<file path="src/rtl/feature_stream_tx.sv">
// feature_stream_tx: serializes multi-channel pixels into a framed, channel-per-cycle sample stream
//   clk, reset_n                     : rising-edge clock, asynchronous active-low reset
//   start_i                          : arms one frame; ignored unless idle
//   pix_valid_i, pix_data_i          : pixel input, channel 0 in the LSBs
//   pix_ready_o                      : pixel accepted when valid and ready meet on a clock edge
//   data_o, valid_o                  : one registered channel sample per cycle
//   sop_o/eop_o, sof_o/eof_o         : line start/end and frame start/end qualifiers
//   busy_o                           : a frame is armed or in progress
module feature_stream_tx #(
  parameter int DATA_WIDTH  = 8,
  parameter int CHANNEL_NUM = 3,
  parameter int STRING_LEN  = 224,
  parameter int STRING_NUM  = 224,
  parameter int GAP         = 0
) (
  input  logic                                clk,
  input  logic                                reset_n,
  input  logic                                start_i,
  input  logic                                pix_valid_i,
  input  logic [CHANNEL_NUM*DATA_WIDTH-1:0]   pix_data_i,
  output logic                                pix_ready_o,
  output logic signed [DATA_WIDTH-1:0]        data_o,
  output logic                                valid_o,
  output logic                                sop_o,
  output logic                                eop_o,
  output logic                                sof_o,
  output logic                                eof_o,
  output logic                                busy_o
);
  localparam int CW = $clog2(CHANNEL_NUM) + 1;
  localparam int XW = $clog2(STRING_LEN) + 1;
  localparam int YW = $clog2(STRING_NUM) + 1;
  localparam int GW = $clog2(GAP) + 1;
  localparam logic [CW-1:0] CH_LAST  = CW'(CHANNEL_NUM - 1);
  localparam logic [XW-1:0] COL_LAST = XW'(STRING_LEN - 1);
  localparam logic [YW-1:0] ROW_LAST = YW'(STRING_NUM - 1);
  // HOLD lasts the full GAP at frame end; mid-frame the following LOAD cycle
  // is itself one of the idle cycles, so HOLD is one cycle shorter there.
  localparam logic [GW-1:0] HOLD_END = GW'(GAP - 1);
  localparam logic [GW-1:0] HOLD_MID = GW'(GAP - 2);
  localparam logic [1:0] IDLE = 2'd0, LOAD = 2'd1, SEND = 2'd2, HOLD = 2'd3;
  logic [1:0]                          state_q, state_d;
  logic [CW-1:0]                       ch_q;
  logic [XW-1:0]                       col_q;
  logic [YW-1:0]                       row_q;
  logic [GW-1:0]                       gap_q;
  logic [CHANNEL_NUM*DATA_WIDTH-1:0]   sh_q;
  logic signed [DATA_WIDTH-1:0]        data_q;
  logic                                lcol_q, lrow_q;
  logic                                valid_q, sop_q, eop_q, sof_q, eof_q;
  logic                                last_ch, last_pix, next_ch, hold_done, accept;
  assign data_o  = data_q;
  assign valid_o = valid_q;
  assign sop_o   = sop_q;
  assign eop_o   = eop_q;
  assign sof_o   = sof_q;
  assign eof_o   = eof_q;
  assign busy_o  = state_q != IDLE;
  always_comb begin
    last_ch     = state_q == SEND && ch_q == CH_LAST;
    last_pix    = lcol_q && lrow_q;
    next_ch     = state_q == SEND && !last_ch;
    hold_done   = gap_q == (last_pix ? HOLD_END : HOLD_MID);
    pix_ready_o = state_q == LOAD || (GAP == 0 && last_ch && !last_pix);
    accept      = pix_valid_i && pix_ready_o;
    state_d     = state_q;
    case (state_q)
      IDLE:    state_d = start_i ? LOAD : IDLE;
      LOAD:    state_d = accept ? SEND : LOAD;
      SEND:    state_d = !last_ch || accept ? SEND :
                         last_pix ? (GAP > 0 ? HOLD : IDLE) :
                         GAP > 1 ? HOLD : LOAD;
      default: state_d = !hold_done ? HOLD : last_pix ? IDLE : LOAD;
    endcase
  end
  // col_q/row_q hold the position of the next pixel to be accepted; the
  // end-of-line/frame flags of the pixel in flight are latched at accept.
  always_ff @(posedge clk or negedge reset_n)
    if (!reset_n) begin
      state_q <= IDLE;
      ch_q    <= '0;
      col_q   <= '0;
      row_q   <= '0;
      gap_q   <= '0;
      sh_q    <= '0;
      data_q  <= '0;
      {lcol_q, lrow_q} <= '0;
      {valid_q, sop_q, eop_q, sof_q, eof_q} <= '0;
    end else begin
      state_q <= state_d;
      gap_q   <= state_q == HOLD ? gap_q + 1'b1 : '0;
      valid_q <= accept || next_ch;
      if (state_q == IDLE && start_i) begin
        col_q <= '0;
        row_q <= '0;
      end
      if (accept) begin
        col_q  <= col_q == COL_LAST ? '0 : col_q + 1'b1;
        row_q  <= col_q == COL_LAST ? row_q + 1'b1 : row_q;
        lcol_q <= col_q == COL_LAST;
        lrow_q <= row_q == ROW_LAST;
        ch_q   <= '0;
        sh_q   <= pix_data_i >> DATA_WIDTH;
        data_q <= pix_data_i[DATA_WIDTH-1:0];
        sop_q  <= col_q == '0;
        sof_q  <= col_q == '0 && row_q == '0;
        eop_q  <= CHANNEL_NUM == 1 && col_q == COL_LAST;
        eof_q  <= CHANNEL_NUM == 1 && col_q == COL_LAST && row_q == ROW_LAST;
      end else if (next_ch) begin
        ch_q   <= ch_q + 1'b1;
        sh_q   <= sh_q >> DATA_WIDTH;
        data_q <= sh_q[DATA_WIDTH-1:0];
        sop_q  <= 1'b0;
        sof_q  <= 1'b0;
        eop_q  <= ch_q + 1'b1 == CH_LAST && lcol_q;
        eof_q  <= ch_q + 1'b1 == CH_LAST && lcol_q && lrow_q;
      end else
        {sop_q, eop_q, sof_q, eof_q} <= '0;
    end
endmodule

</file>
<file path="config.mk">
export PLATFORM = sky130hd
export DESIGN_NAME = feature_stream_tx
export DESIGN_NICKNAME = d
export VERILOG_FILES = /design/src/rtl/feature_stream_tx.sv
export SDC_FILE = /design/constraint.sdc
export NUM_CORES = 1
export LEC_CHECK = 0
export BUFFER_PORTS_ARGS = -buffer_cell sky130_fd_sc_hd__buf_2
export CAP_MARGIN = 20
export CORE_ASPECT_RATIO = 0.9
export CORE_MARGIN = 3
export CORE_UTILIZATION = 55
export DETAILED_ROUTE_END_ITERATION = 12
export PLACE_DENSITY = 0.85
export SYNTH_ARGS = -nofsm -noshare
export SYNTH_HDL_FRONTEND = slang
export SYNTH_SLANG_ARGS = --single-unit
</file>
<file path="constraint.sdc">
create_clock -name clk -period 2.05 [get_ports clk]
set_input_delay 0.3075 -clock clk [delete_from_list [all_inputs] [get_ports clk]]
set_output_delay 0.3075 -clock clk [all_outputs]
set_load 0.03 [all_outputs]
</file>
==> results of run 1 <==
==> stage by stage <==
stage	hold slack, ps	cell area [sq um]	worst slack, ps	total power (W)
after floorplan	11.9	2690	46.6	0.00270
after global placement	333	3000	175	0.00308
after detailed placement	331	3000	123	0.00315
after CTS	188	3110	88.4	0.00378
after global routing	197	3120	44.6	0.00405
final	193	3120	175	0.00377
==> power breakdown <==
group          leakage, nW  switching, W  internal [W]
clock network       0.0467      0.000372      0.000254
logic                0.817      0.000916      0.000662
registers            0.730      0.000189       0.00138
total                 1.59       0.00148       0.00229
==> registers in the layout (all words and copies together) (netlist names) <==
name,flops
sh_q,16
col_q,9
sop_o,1
gap_q,1
sof_o,1
row_q,9
lcol_q,1
valid_o,1
lrow_q,1
ch_q,3
eof_o,1
state_q,2
data_o,8
eop_o,1
==> what timing repair did <==
item | 4_1_cts | 5_1_grt
resized for setup | 0 | 2
hold endpoints to repair | 24 | 0
hold buffers | 1 | 0
endpoints found under the setup margin | 0 | 6
setup buffers | 0 | 1
==> layout make-up <==
class,count,area (sq um),area share (%)
well taps,62,77.6,2.48
multi-input cells,168,1190,38.2
inverters,12,45.0,1.44
flip-flops and latches,55,1380,44.1
clock buffers,5,68.8,2.20
clock inverters,3,27.5,0.882
repair buffers,55,335,10.7
==> logic make-up (layout without fill, tap and decap cells) <==
group	after synthesis	count (layout)
AO/OA/AOI/OAI	73	73
XOR/XNOR	3	3
adder cells (fa/ha/maj)	8	8
buffers and inverters	25	75
flip-flops	55	55
multiplexers	5	5
AND/OR/NAND/NOR	79	79
==> path summary, 6_finish.rpt <==
path                               start  endpoint  slack, ps
max                              ch_q[0]  row_q[4]        170
min                        pix_data_i[9]   sh_q[1]        190
max reg2reg                      ch_q[0]  row_q[4]        170
min reg2reg                        gap_q     gap_q        440
max in group asynchronous        reset_n   sh_q[9]        990
min in group asynchronous        reset_n  col_q[3]        500
==> metal layers <==
| metal | wire [um] | track usage, % | up-vias |
|---|---|---|---|
| met4 | 91 | 7.82 | 0 |
| met1 | 2420 | 27.1 | 1058 |
| li1 | - | - | 1017 |
| met3 | 235 | 5.33 | 10 |
| met5 | 0 | 0 | - |
| met2 | 2670 | 34.1 | 52 |
==> layout by cell type, fill, tap and decap left out, types with 6 or more instances in the layout <==
cell type	instances
inv_1	12
buf_2	42
and3_1	6
nand2_1	19
nor2_1	10
a22o_1	22
a21oi_1	8
dfrtp_1	55
buf_4	10
nand3_1	9
ha_1	8
o21ai_0	6
a21o_1	14
==> worst max-delay path: cells and delay by family, from the launching register on <==
kind | cells | cell delay (ps)
AO/OA/AOI/OAI | 2 | 250
buffers and inverters | 2 | 270
flip-flops | 1 | 390
adder cells (fa/ha/maj) | 1 | 190
AND/OR/NAND/NOR | 2 | 700
==> impl_results.md, run 1 <==
- GPL Wtd Cong: 0.828
- Type of the tightest min-delay check: in2reg
- Fin. max-slew vios: 0
- Most frequent cells after synthesis: 55 x dfrtp_1, 22 x a22o_1, 20 x nand2_1
- Fin util: roughly two thirds
- Htree depth: 2
- Clock Sinks: 55
- Final Hold Fails: 0
- Starting Density: roughly 59%
- Mapped Nets: around 280
- Fmax: 0.533 GHz
- Vias per cell: slightly below 6
- Per-cell routed wire length: 15.0 um
- Non-Filler Instances: 360
- Count leader, synth: dfrtp_1
- Vias in the first global route: 2125
- First-pass GRT wire length: between 9000 and 10000 um
- Synth Instances: approximately 250
- Sequential share of the synthesized area: 51.2%
- Worst R2R Path Depth: 7
- Core area: around 4600 sq um
- Critical path, cell by cell: inv_1 > ha_1 > and3b_1 > a31oi_2 > buf_4 > or4_1 > a21oi_1
- Synth Cell Area: about 2700 sq um
- Area grow syn2layout: 16.2%
- Crit-path slowest cell: or4_1
- PwrDens: 1210 nW/um^2
- Die X: between 70 and 80 um
- Cell count after placement: between 300 and 400
- Setup Total Neg Slack: 0 ps
- Dominant cells by area after synthesis: dfrtp_1 51%, a22o_1 7.2%, a21o_1 3.9%
- Worst Setup Path Type: reg2reg
- MaxCap Viol Count: 0
- Yosys cell types: between 40 and 50
- Root buffer cell: clkbuf_8
- # diodes: 0
- Seq cells post-synth: 55
- Crit-path max FO: 17
- CP max stage delay: approximately 500 ps
- CP startpoint kind: register
- CP endpoint kind: register
- Most common flop cell mapped by yosys: dfrtp_1
- Remaining global-route overflow: 0
- Number of flops mapped to enable cells by yosys: 0
- # fillers: 340
- IO Port Bufs: 42
- GR Util All Layers: 20.9%
- Die area: around 5800 sq um
- Fraction of the mapped netlist area in adder cells: 3.73%
- Via count: around 2100
- Status: complete, no violations
- Simple-gate share of the synthesized area: roughly 16%
- Unrepaired setup endpoints after global routing: no
- Leakage: about 1.6 nW
- Row cnt: 23
- Largest net degree at the start of global routing: 32
- CP Data Required Time: between 2000 and 2500 ps
- Relative slew slack: 62.3%
- Router iterations before antenna repair: 6
- Total CTS buffers: 5
- Layout cell share with drive strength beyond 1: between 20% and 30%
- Syn. warnings: 0
- VDD IR max: around 0.00094 V
- Ys async rst share: between 90% and 100%
- Post-synthesis compound-gate area fraction: 21.0%
- Initial antenna violation count: 0
- Post-synth top area share: between 50% and 60%
- Hold depth: 3
- Post-synthesis mux area share: around 1.9%
- Slew @ Worst Pin: 565 ps
- # IOs: between 40 and 50
- DR DRC count: 0
- Avg Cell Area, Syn: about 11 sq um
- Largest family of logic cells by synthesized area: compound AO/OA/AOI/OAI gates
- Iter 0 DRT Violations: ~190
- Die H: slightly above 70 um
- DP HPWL: ~3900 um
- WL final: approximately 5400 um
- CTS clk-pin slew, worst paths: around 110 ps
- Skew final: 11.6 ps
- Xor and xnor area share after synthesis: less than 1%
- Final setup violation count: 0
- Worst-skew pair later-pin latency: about 320 ps
- Routed Antenna Nets: 0
- Min Tclk post-route: between 1500 and 2000 ps
- Final net count: ~330
- CTS tree: yes
- Leading area contributor after synthesis: dfrtp_1
- Longest Clk Path Bufs: 2
- Final Cycle Share: 91.5%
- Worst EP arrival: between 2000 and 2500 ps
Note: power is estimated with default switching activity, not from simulation.
==> run 2: changes to the inputs <==
Settings changed: MAX_ROUTING_LAYER set to met4, REMOVE_ABC_BUFFERS set to 1.
==> run 2 against run 1 <==
- core utilization grew 0.41 points
- worst hold slack gained 14 ps
- critical path depth shrank 1
- wire length grew 0.74%
- die area is the same
- register-to-register slack is essentially flat
- flip-flop and latch count is the same
- sequential share of layout area shrank 0.26 points
- global-route usage grew 0.35 points
==> impl_results.md, run 2 (synthesized netlist as in run 1, its figures left out) <==
- WL final: 5460 um (+0.74%)
- Cell count after placement: 351 (+0.29%)
- Most common cell after layout, fill and taps aside: dfrtp_1
- Via count: 2094 (-2.0%)
- Largest register FFs: 16 (unchanged)
- Vias per cell: 5.82 (-2.0%)
- Router iterations before antenna repair: 5 (-1)
- Largest net degree at the start of global routing: 41 (+28%)
- Crit-path max FO: 10 (-7)
- CP max stage delay: 470 ps (-30 ps)
- CTS tree: yes
- Routed Antenna Nets: 0 (unchanged)
- DR DRC count: 0 (unchanged)
- Remaining global-route overflow: 0 (unchanged)
- CTS clk-pin slew, worst paths: 90 ps (-20 ps)
- Crit-path slowest cell: or4_1
- Critical path, cell by cell: ha_1 > and4_1 > nand2_1 > buf_4 > or4_1 > a21oi_1
- Final Hold Fails: 0 (unchanged)
- # fillers: 354 (+4.1%)
- Relative slew slack: 63.9% (+1.6 points)
- GPL Wtd Cong: 0.888 (+7.2%)
- First-pass GRT wire length: 9310 um (-1.6%)
- Final Instance Area: 3140 sq um (+0.60%)
- CP startpoint kind: register
- Unrepaired setup endpoints after global routing: no
- Longest Clk Path Bufs: 2 (unchanged)
- R2r setup slk: 160 ps (about the same)
- Layout cell share with drive strength beyond 1: 22.8% (-0.34 points)
- Starting Density: 58.7% (unchanged)
- Non-Filler Instances: 360 (unchanged)
- # diodes: 0 (unchanged)
- VDD IR max: 0.000872 V (-7.2%)
- Die X: 79.7 um (unchanged)
- GR Util All Layers: 21.3% (+0.35 points)
- DP Area: 3010 sq um (+0.25%)
- Crit path max-delay family: simple AND/OR/NAND/NOR gates
- Iter 0 DRT Violations: 113 (-40%)
- IO Port Bufs: 42 (unchanged)
- DP HPWL: 3930 um (+0.40%)
- Slew @ Worst Pin: 542 ps (-23.4 ps)
- Initial antenna violation count: 0 (unchanged)
- Critical path buffer and inverter count: 1 (-1)
- Root buffer cell: clkbuf_8
- Fin. max-slew vios: 0 (unchanged)
- Total Power: 0.00385 W (+2.1%)
- Final net count: 333 (unchanged)
- Htree depth: 2 (unchanged)
- Die H: 72.3 um (unchanged)
- Per-cell routed wire length: 15.2 um (+0.74%)
- Worst EP arrival: 2120 ps (about the same)
- Worst Setup Path Type: reg2reg
- Commonest non-fill, non-tap cells in the layout: 55 x dfrtp_1, 42 x buf_2, 22 x a22o_1
- Core area: 4580 sq um (unchanged)
- PwrDens: 1230 nW/um^2 (+1.5%)
- Status: complete, no violations
- Clock Sinks: 55 (unchanged)
- CP endpoint kind: register
- CP Data Required Time: 2280 ps (about the same)
- Min Tclk post-route: 1890 ps (+13.0 ps)
- Row cnt: 23 (unchanged)
- Area grow syn2layout: 16.9%
- Largest Register: sh_q
- Total CTS buffers: 5 (unchanged)
- Setup Total Neg Slack: 0 ps (unchanged)
- Fmax: 0.530 GHz (-0.69%)
- Top Registers: sh_q x16, col_q x9, row_q x9
- MaxCap Viol Count: 0 (unchanged)
- Final setup violation count: 0 (unchanged)
- Register area: 1380 sq um (unchanged)
- Multi-input logic area: 1190 sq um (-0.21%)
- Leakage: 1.61 nW (+0.75%)
- Type of the tightest min-delay check: in2reg
- Final Cycle Share: 92.1% (+0.63 points)
- Skew final: 5.17 ps (-6.40 ps)
- Vias in the first global route: 2004 (-5.7%)
- # IOs: 43 (unchanged)
- Fin util: 68.6% (+0.41 points)
- Worst-skew pair later-pin latency: 300 ps (-20 ps)
- Die area: 5760 sq um (unchanged)
-- run 2: per-layer routing --
layer,GRT usage (%),part of all wire [%],routed length (um)
met5,-,0,0
met3,4.09,4.5,244
met1,30.7,47,2570
met2,30.5,47,2570
met4,7.06,1.4,74
-- run 2: where the power goes --
| group | switching [W] | total, W | internal (W) |
|---|---|---|---|
| clock network | 0.000337 | 0.000733 | 0.000395 |
| registers | 0.000189 | 0.00157 | 0.00138 |
| logic | 0.000907 | 0.00155 | 0.000644 |
| total | 0.00143 | 0.00385 | 0.00242 |
-- run 2: stage by stage --
stage | setup slack [ps] | hold WS, ps
4_1_cts | 124 | 198
2_1_floorplan | -383 | 11.9
3_5_place_dp | 219 | 320
3_3_place_gp | 225 | 313
5_1_grt | 28.0 | 209
6_report | 162 | 207
-- run 2: what timing repair did --
item	4_1_cts	5_1_grt
hold endpoints to repair	21	0
resized for setup	0	1
buffers inserted	0	0
setup endpoints to repair	0	1
hold buffers	1	0
-- run 2: worst register-to-register path, stage by stage, from the launching register on --
cell and delay (ps):
dfrtp_1 410, ha_1 200, and4_1 310, nand2_1 100
buf_4 180, or4_1 470, a21oi_1 150
-- run 2: final timing paths --
| path | startpoint | end | cells past startpoint |
|---|---|---|---|
| max | col_q[0] | row_q[3] | 6 |
| min | pix_data_i[9] | sh_q[1] | 3 |
| max reg2reg | col_q[0] | row_q[3] | 6 |
| max in group asynchronous | reset_n | sh_q[7] | 3 |
| min reg2reg | gap_q | gap_q | 1 |
| min in group asynchronous | reset_n | data_o[1] | 2 |
-- run 2: cell type report --
class | instances | share of cell area, %
Timing Repair Buffer | 55 | 10.7
Clock inverter | 2 | 1.12
Multi-Input combinational cell | 168 | 37.8
Clock buffer | 6 | 2.63
Inverter | 12 | 1.43
Sequential cell | 55 | 43.8
Tap cell | 62 | 2.47
